**src/rtl/pipe_pattern_engine.sv**
```systemverilog
// Pipe pattern generator and checker built from two identical sequence sources with block throttling.
// Optional build macro PIPE_ENGINE_ERR_CAPTURE_EN adds first-mismatch capture (index, expected, received).

module pipe_pattern_src #(
    parameter int LANES       = 1,
    parameter int BLOCK_WORDS = 256
) (
    input  logic                clk,
    input  logic                reset,
    input  logic [2:0]          pattern_i,
    input  logic [31:0]         fixed_pattern_i,
    input  logic                throttle_set_i,
    input  logic [31:0]         throttle_val_i,
    input  logic                strobe_i,
    output logic [LANES*32-1:0] word_o,
    output logic [31:0]         index_o,
    output logic                ready_o,
    output logic [1:0]          state_o
);
    typedef enum logic [1:0] {IDLE = 2'd0, READY = 2'd1, BURST = 2'd2} state_t;

    localparam int                 CNT_W = $clog2(BLOCK_WORDS + 1);
    localparam logic [CNT_W-1:0]   FULL  = CNT_W'(BLOCK_WORDS);
    localparam logic [CNT_W-1:0]   LAST  = CNT_W'(BLOCK_WORDS - 1);
    localparam logic [31:0]        POLY  = 32'h0040_0007;

    function automatic logic [LANES*32-1:0] seeds();
        logic [LANES*32-1:0] s;
        s = '0;
        for (int k = 0; k < LANES; k++) s[k*32 +: 32] = 32'h0D0C_0B0A + 32'(k);
        return s;
    endfunction

    localparam logic [LANES*32-1:0] SEED = seeds();

    function automatic logic [LANES*32-1:0] make_word(
        input logic [2:0]          pat,
        input logic [31:0]         n,
        input logic [LANES*32-1:0] lfsr,
        input logic [31:0]         fix
    );
        logic [LANES*32-1:0] w;
        logic [4:0]          sh;
        w = '0;
        for (int k = 0; k < LANES; k++) begin
            sh = n[4:0] + 5'(k);
            case (pat)
                3'd1:    w[k*32 +: 32] = lfsr[k*32 +: 32];
                3'd2:    w[k*32 +: 32] = 32'd1 << sh;
                3'd3:    w[k*32 +: 32] = fix;
                default: w[k*32 +: 32] = n;
            endcase
        end
        return w;
    endfunction

    logic [31:0]         n_q, n_d;
    logic [LANES*32-1:0] lfsr_q, lfsr_d;
    logic [LANES*32-1:0] word_q;
    state_t              state_q;
    logic [31:0]         rot_q;
    logic [CNT_W-1:0]    cnt_q;
    logic                ready_q;

    // Galois step per lane: shift left, fold the x^32 carry back as x^22+x^2+x+1.
    always_comb begin
        n_d    = n_q + 32'd1;
        lfsr_d = lfsr_q;
        for (int k = 0; k < LANES; k++) begin
            lfsr_d[k*32 +: 32] = {lfsr_q[k*32 +: 31], 1'b0} ^ (lfsr_q[k*32+31] ? POLY : 32'h0);
        end
    end

    // The presented word is registered, so a pattern change only shapes words produced afterwards.
    always_ff @(posedge clk) begin
        if (reset) begin
            n_q    <= '0;
            lfsr_q <= SEED;
            word_q <= make_word(pattern_i, 32'd0, SEED, fixed_pattern_i);
        end else if (strobe_i) begin
            n_q    <= n_d;
            lfsr_q <= lfsr_d;
            word_q <= make_word(pattern_i, n_d, lfsr_d, fixed_pattern_i);
        end
    end

    // Strobes advance the sequence in every state; only READY/BURST count them toward the block.
    always_ff @(posedge clk) begin
        if (reset) begin
            state_q <= IDLE;
            rot_q   <= '1;
            cnt_q   <= '0;
            ready_q <= 1'b0;
        end else begin
            if (throttle_set_i)     rot_q <= throttle_val_i;
            else if (state_q == IDLE) rot_q <= {rot_q[30:0], rot_q[31]};
            case (state_q)
                IDLE: begin
                    if (!throttle_set_i && rot_q[31]) begin
                        state_q <= READY;
                        ready_q <= 1'b1;
                    end
                end
                READY: begin
                    if (strobe_i) begin
                        state_q <= BURST;
                        ready_q <= 1'b0;
                        cnt_q   <= CNT_W'(1);
                    end
                end
                BURST: begin
                    if (cnt_q >= FULL) begin
                        state_q <= IDLE;
                        cnt_q   <= '0;
                    end else if (strobe_i) begin
                        if (cnt_q == LAST) begin
                            state_q <= IDLE;
                            cnt_q   <= '0;
                        end else begin
                            cnt_q <= cnt_q + CNT_W'(1);
                        end
                    end
                end
                default: begin
                    state_q <= IDLE;
                    ready_q <= 1'b0;
                    cnt_q   <= '0;
                end
            endcase
        end
    end

    assign word_o  = word_q;
    assign index_o = n_q;
    assign ready_o = ready_q;
    assign state_o = state_q;
endmodule

module pipe_pattern_engine #(
    parameter int DATA_WIDTH  = 32,
    parameter int BLOCK_WORDS = 256
) (
    input  logic                  clk,
    input  logic                  reset,
    input  logic [2:0]            pattern,
    input  logic [31:0]           fixed_pattern,
    input  logic                  throttle_set,
    input  logic [31:0]           throttle_val,
    input  logic                  gen_read,
    output logic [DATA_WIDTH-1:0] gen_data,
    output logic                  gen_ready,
    input  logic                  chk_write,
    input  logic [DATA_WIDTH-1:0] chk_data,
    output logic                  chk_ready,
    output logic [31:0]           error_count,
    output logic [31:0]           err_index,
    output logic [DATA_WIDTH-1:0] err_expected,
    output logic [DATA_WIDTH-1:0] err_received
);
    localparam int LANES = DATA_WIDTH / 32;

    logic [DATA_WIDTH-1:0] exp_word;
    logic [31:0]           gen_index, chk_index;
    logic [1:0]            gen_state, chk_state;
    logic                  mismatch;
    logic [31:0]           err_cnt_q;
    logic                  unused_ok;

    pipe_pattern_src #(.LANES(LANES), .BLOCK_WORDS(BLOCK_WORDS)) gen_src (
        .clk(clk), .reset(reset), .pattern_i(pattern), .fixed_pattern_i(fixed_pattern),
        .throttle_set_i(throttle_set), .throttle_val_i(throttle_val), .strobe_i(gen_read),
        .word_o(gen_data), .index_o(gen_index), .ready_o(gen_ready), .state_o(gen_state)
    );

    pipe_pattern_src #(.LANES(LANES), .BLOCK_WORDS(BLOCK_WORDS)) chk_src (
        .clk(clk), .reset(reset), .pattern_i(pattern), .fixed_pattern_i(fixed_pattern),
        .throttle_set_i(throttle_set), .throttle_val_i(throttle_val), .strobe_i(chk_write),
        .word_o(exp_word), .index_o(chk_index), .ready_o(chk_ready), .state_o(chk_state)
    );

    assign mismatch = chk_write && (chk_data != exp_word);

    always_ff @(posedge clk) begin
        if (reset)                           err_cnt_q <= '0;
        else if (mismatch && err_cnt_q != '1) err_cnt_q <= err_cnt_q + 32'd1;
    end

    assign error_count = err_cnt_q;

`ifdef PIPE_ENGINE_ERR_CAPTURE_EN
    logic                  seen_q;
    logic [31:0]           idx_q;
    logic [DATA_WIDTH-1:0] exp_q, rcv_q;

    always_ff @(posedge clk) begin
        if (reset) begin
            seen_q <= 1'b0;
            idx_q  <= '0;
            exp_q  <= '0;
            rcv_q  <= '0;
        end else if (mismatch && !seen_q) begin
            seen_q <= 1'b1;
            idx_q  <= chk_index;
            exp_q  <= exp_word;
            rcv_q  <= chk_data;
        end
    end

    assign err_index    = idx_q;
    assign err_expected = exp_q;
    assign err_received = rcv_q;
    assign unused_ok    = ^{gen_index, gen_state, chk_state};
`else
    assign err_index    = '0;
    assign err_expected = '0;
    assign err_received = '0;
    assign unused_ok    = ^{gen_index, gen_state, chk_state, chk_index};
`endif
endmodule

```
**config.mk**
```make
export PLATFORM = sky130hd
export DESIGN_NAME = pipe_pattern_engine
export DESIGN_NICKNAME = d
export VERILOG_FILES = /design/src/rtl/pipe_pattern_engine.sv
export SDC_FILE = /design/constraint.sdc
export NUM_CORES = 1
export LEC_CHECK = 0
export ABC_AREA = 1
export CAP_MARGIN = 5
export CELL_PAD_IN_SITES_DETAIL_PLACEMENT = 2
export CELL_PAD_IN_SITES_GLOBAL_PLACEMENT = 2
export CORE_ASPECT_RATIO = 1.4
export CORE_MARGIN = 5
export CORE_UTILIZATION = 28
export CTS_BUF_LIST = sky130_fd_sc_hd__clkbuf_8
export CTS_CLUSTER_SIZE = 30
export DETAILED_ROUTE_END_ITERATION = 7
export PLACE_DENSITY = 0.78
export SYNTH_ARGS = -nofsm -noshare
export SYNTH_HDL_FRONTEND = slang
export SYNTH_HIERARCHICAL = 1
export SYNTH_SLANG_ARGS = --single-unit
```
**constraint.sdc**
```tcl
create_clock -name clk -period 2.2 [get_ports clk]
set_input_delay 0.44 -clock clk [delete_from_list [all_inputs] [get_ports clk]]
set_output_delay 0.44 -clock clk [all_outputs]
set_load 0.01 [all_outputs]
```
# ---- Word-level counts from Yosys, hierarchy flattened
# Cells that the tools add are included.
dict set report totals {
  latch_bits 0
  n_memories 0
  out_inout_bits 162
  romBits 0
  ram_bits 0
  regBits 312
  input_bits 104
  elab_cells 107
}
dict set report op_classes {
  add_sub_neg 5
  muxes 41
  n_eq_ne 19
  bitwise_logic 6
  n_mul 0
  reduce_logical 17
  div_mod_pow 0
  magnitude_cmp 2
  n_shift 2
}
# cell n
set op_table {}
lappend op_table {{case mux 32 bit (3 select lines)} 3}
lappend op_table {{two-way mux 32 bit} 8}
lappend op_table {{adder 32 x 1 -> 32 bit (second input constant)} 3}
lappend op_table {{two-way mux 9 bit} 8}
lappend op_table {{left shift 1 x 5 -> 32 bit (first input constant)} 2}
lappend op_table {{bitwise XOR 32 bit} 2}
lappend op_table {{case mux 9 bit (3 select lines)} 2}
lappend op_table {{two-way mux 23 bit} 2}
lappend op_table {{inequality test 32 bit} 1}
lappend op_table {{inequality test 32 bit (second input constant)} 1}
lappend op_table {{two-way mux 2 bit} 10}
lappend op_table {{adder 9 x 1 -> 9 bit (second input constant)} 2}
lappend op_table {{== test 9 x 8 -> 1 bit (second input constant)} 2}
lappend op_table {{greater-or-equal comparator 9 bit (second input constant)} 2}
lappend op_table {{case mux 2 bit (3 select lines)} 2}
lappend op_table {{AND reduction 3 bit} 4}
lappend op_table {{inequality test 2 bit (second input constant)} 4}
lappend op_table {{AND reduction 4 bit} 2}
lappend op_table {{nonzero test 2 bit} 4}
lappend op_table {{== test 3 x 2 -> 1 bit (second input constant)} 2}
lappend op_table {{inequality test 3 x 1 -> 1 bit (second input constant)} 2}
lappend op_table {{inequality test 3 x 2 -> 1 bit (second input constant)} 2}
lappend op_table {{case mux 1 bit (3 select lines)} 2}
lappend op_table {{== test 2 x 1 -> 1 bit (second input constant)} 2}
lappend op_table {{other kinds (7)} 18}

# ---- Depth between registers and ports, before layout
dict set report depth {
  depth_word 5
  ltp_mapped 13
}

# ---- Hierarchy
# The synthesis kept the hierarchy.
# module n_inst seq_area_each_um2 area_each_um2 cells_per_inst
set by_module_without_submodules {}
lappend by_module_without_submodules {{pipe_pattern_src (chk_src)} 1 3123.0 7384.6 1074}
lappend by_module_without_submodules {{pipe_pattern_src (gen_src)} 1 3123.0 7377.1 1079}
lappend by_module_without_submodules {pipe_pattern_engine 1 640.6 3472.1 564}

# ---- Worst setup path after synthesis
# Ideal clock, no wire load.
dict set report synth_timing {
  path_kind {input port to flip-flop}
  startpoint {input reset}
  endpoint {register chk_src.word_q[0] (netlist: chk_src/word_o[0]) (enable)}
  path_slack_ns -0.159
  arrival_ns 1.950
  cell_stages 4
  setup_time_ns 0.409
  n_path_buf 2
  path_cell_list {clkbuf_1 > nor2_2 > clkinv_1 > clkbuf_1}
}
dict set report synth_via {
  elab_chain_cells 1
}
# element line
set synth_lines {}
lappend synth_lines {{start, declared} 144} ;# input logic reset,
lappend synth_lines {{nonzero test 2 bit (no source line)} n/a}
lappend synth_lines {{end signal, assigned} 79} ;# word_q <= make_word(pattern_i, 32'd0, SEED, fixed_pattern_i);
lappend synth_lines {{end signal, assigned} 83} ;# word_q <= make_word(pattern_i, n_d, lfsr_d, fixed_pattern_i);
lappend synth_lines {{end, declared} 59} ;# logic [LANES*32-1:0] word_q;
# No other way between the ends.
# A chain may end at the register's enable or synchronous reset.

# ---- Worst setup path in the final report
dict set report layout_timing {
  startpoint {register gen_src.word_q[27] (netlist: gen_src/word_o[27])}
  endpoint {output gen_data[27]}
}
# element line
set layout_lines {}
lappend layout_lines {{start, declared} 59}
lappend layout_lines {{start signal, assigned} 79}
lappend layout_lines {{start signal, assigned} 83}
lappend layout_lines {{end, declared} 150} ;# output logic [DATA_WIDTH-1:0] gen_data,
# No word-level cell between the ends.

==> results.toml <==
[setup_path]
crit_fanout = 1
start_kind = "flop"
critical-path-max-stage-delay_ns = 0.59
crit_chain = "clkdlybuf4s50_1"
startpoint = "gen_src/word_o[27]"
critPathSlowestCell = "clkdlybuf4s50_1"
path_class = "reg -> out"
r2r-start = "error_count[1]"
worstSetupEndpointType = "output port"
cp_data_required_time_ns = 1.76
worstPathArrival_ns = 1.69
crit_buf_inv = 1
path_delay_family = "buffers and inverters"

[floorplanning]
dieArea_sq_um = 70400
die_w_um = 225.7
io_pins = 266
initial_core_util_pct = 28.31
coreArea_sq_um = 64410
die_h_um = 311.9
rows = 110

[clocking]
clock_latency_ns = 0.70
cts_buffers = 58
cts.sinks = 312
htree_levels = 2
clk_pin_slew_ns = 0.06
cts.root.buffer_cell = "clkbuf_8"
tritoncts = "built"
cts.path.max_buffers = 3
cts_resized = 10
cts_setup_buffers = 0
cts_hold_buf = 0

[timing]
fmax_mhz = 469.5
holdWs_ns = 0.1863
tightest_slew_ns = 0.5449
max_slew_margin_pct = 63.39
hold_viol = 0
period_needed_ns = 2.130
fin_crit_sh_pct = 96.82
skew_ns = 0.06775
rsz0062_at_grt = "no"
setup_viol = 0
slew_violations = 0

[drt]
firstDrtPassIters = 5
post_drt_wl_per_cell_um = 20.16
via_per_inst = 4.900
drt-total-wl_mm = 78.05
drt-initial-drc-count = 805
ant_nets = 0
dr_total_vias = 18970
drc = 0

[grt]
grt-ovfl-total = 0
grt_max_degree = 93
grt_pass1_vias = 21260
grt_first_pass_wirelength_mm = 120.1
grt_util_all_layers_pct = 21.40
antenna_found_initial = 12

[pwr]
switching_share_pct = 33.32
p_per_area_nw_per_um2 = 735.3
intPower_uw = 11080
p_leak_uw = 0.009561
pwr-share-clk_pct = 35.8
combPwrFrac_pct = 22.8
switchingPower_uw = 5535
pwr-share-seq_pct = 41.5
ir_drop_mv = 0.4383

[logic_synthesis]
netlist_area_sq_um = 18230
netlist_instances = 2717
yosysUniqueCellTypes = 42
synth-seq-area-share_pct = 37.77
yosys_warnings = 6
synthFlopType = "dfxtp_1"
synthArstFlopShare_pct = 0
synth_edf_count = 64
avgSynthCellArea_sq_um = 6.711
ys_ff_latch = 312

[layout]
synthToLayoutAreaGrowth_pct = 23.91
drive_above_1_share_pct = 10.02
nNetsFinal = 3103
finalNonFillerCells = 3871
final_cell_mix = "nand2_1, nor2_1, inv_1"
final_common_cell = "nand2_1"

[hold_path]
min_path_type = "in -> reg"
hold_start = "reset"

[run_status]
status = "completed"

[placement]
place_inst = 3756
place.gp.congestion = 0.8816
hpwl_mm = 60.50
place.port_buffers = 169

[job]
max_cap_violations = 0
==> registers in the layout, summed over array words and instances, names as in the netlist, 32 cells and up <==
name / count
error_count: 32
chk_src/lfsr_q: 32
gen_src/rot_q: 32
gen_src/word_o: 32
chk_src/word_o: 32
gen_src/lfsr_q: 32
chk_src/rot_q: 32
chk_src/index_o: 32
gen_src/index_o: 32
==> power groups by stage <==
stage	combinational (uW)	clock (uW)	sequential [uW]
global placement	3550	0	6960
CTS	3820	6130	6890
detailed placement	3760	0	7000
finish	3780	5940	6890
floorplan	2170	0	6910
global route	4180	6360	6960
==> path summary, 6_finish.rpt <==
check	slack, ns	to	depth (start not counted)
hold / removal	0.19	gen_src/cnt_q[8]	2
setup reg to reg	0.13	error_count[16]	13
setup / recovery	0.07	gen_data[27]	1
hold reg to reg	0.46	gen_src/rot_q[29]	2
==> layer usage <==
metal  GRT usage (%)  vias to the layer above  wire (um)
li1                -                     9007          -
met1           24.11                     9413      31150
met2           40.06                      418      40760
met3           3.530                      129       3325
met4           7.816                        2       2807
met5               0                        -         13
==> cells by family (layout without fill, tap and decap cells) <==
group	after synthesis	in the layout	synth area share [%]
buffers and inverters	473	684	12.57
DFF	312	312	37.77
other	1	104	0.02057
AOI/OAI and AO/OA	402	402	12.58
adders and majority gates	23	23	1.578
and+or+nand+nor	1442	1442	32.40
xor gates and xnor gates	64	64	3.074
==> synth_stat cells, types with 23 or more instances <==
master / count / share of area, %
o22ai_1: 50 / 1.7
a21oi_1: 126 / 3.5
clkbuf_1: 60 / 1.2
a22oi_1: 54 / 2.2
ha_1: 23 / 1.6
xor2_1: 39 / 1.9
edfxtp_1: 64 / 11
nand2_1: 916 / 19
nor2_1: 304 / 6.3
inv_1: 260 / 5.4
dfxtp_1: 248 / 27
nand3_1: 137 / 3.8
o21ai_0: 133 / 3.7
buf_4: 107 / 4.4
buf_2: 23 / 0.63
xnor2_1: 25 / 1.2
==> final cells by class <==
type                    instances  area [sq um]
fillers                      7757         41820
clock inverters                36         222.7
repair buffers                305          2963
diodes                          8         20.02
clock buffers                  71         977.2
well taps                     840          1051
multi-input cells            2027          9434
inverters                     272          1021
flip-flops and latches        312          6905
==> stage by stage <==
stage,utilization [%],worst slack [ns],area (sq um),setup TNS (ns),power [uW]
final,35.08,0.06987,22590,0,16610
after global routing,35.06,0.002024,22580,0,17510
after CTS,35.00,0.01380,22550,0,16840
after detailed placement,33.12,-0.4291,21340,-19.64,10760
after global placement,33.12,-0.3778,21340,-13.73,10510
after floorplan,-,0.3149,18590,0,9084
No activity file was read; power rests on OpenSTA's default activity.
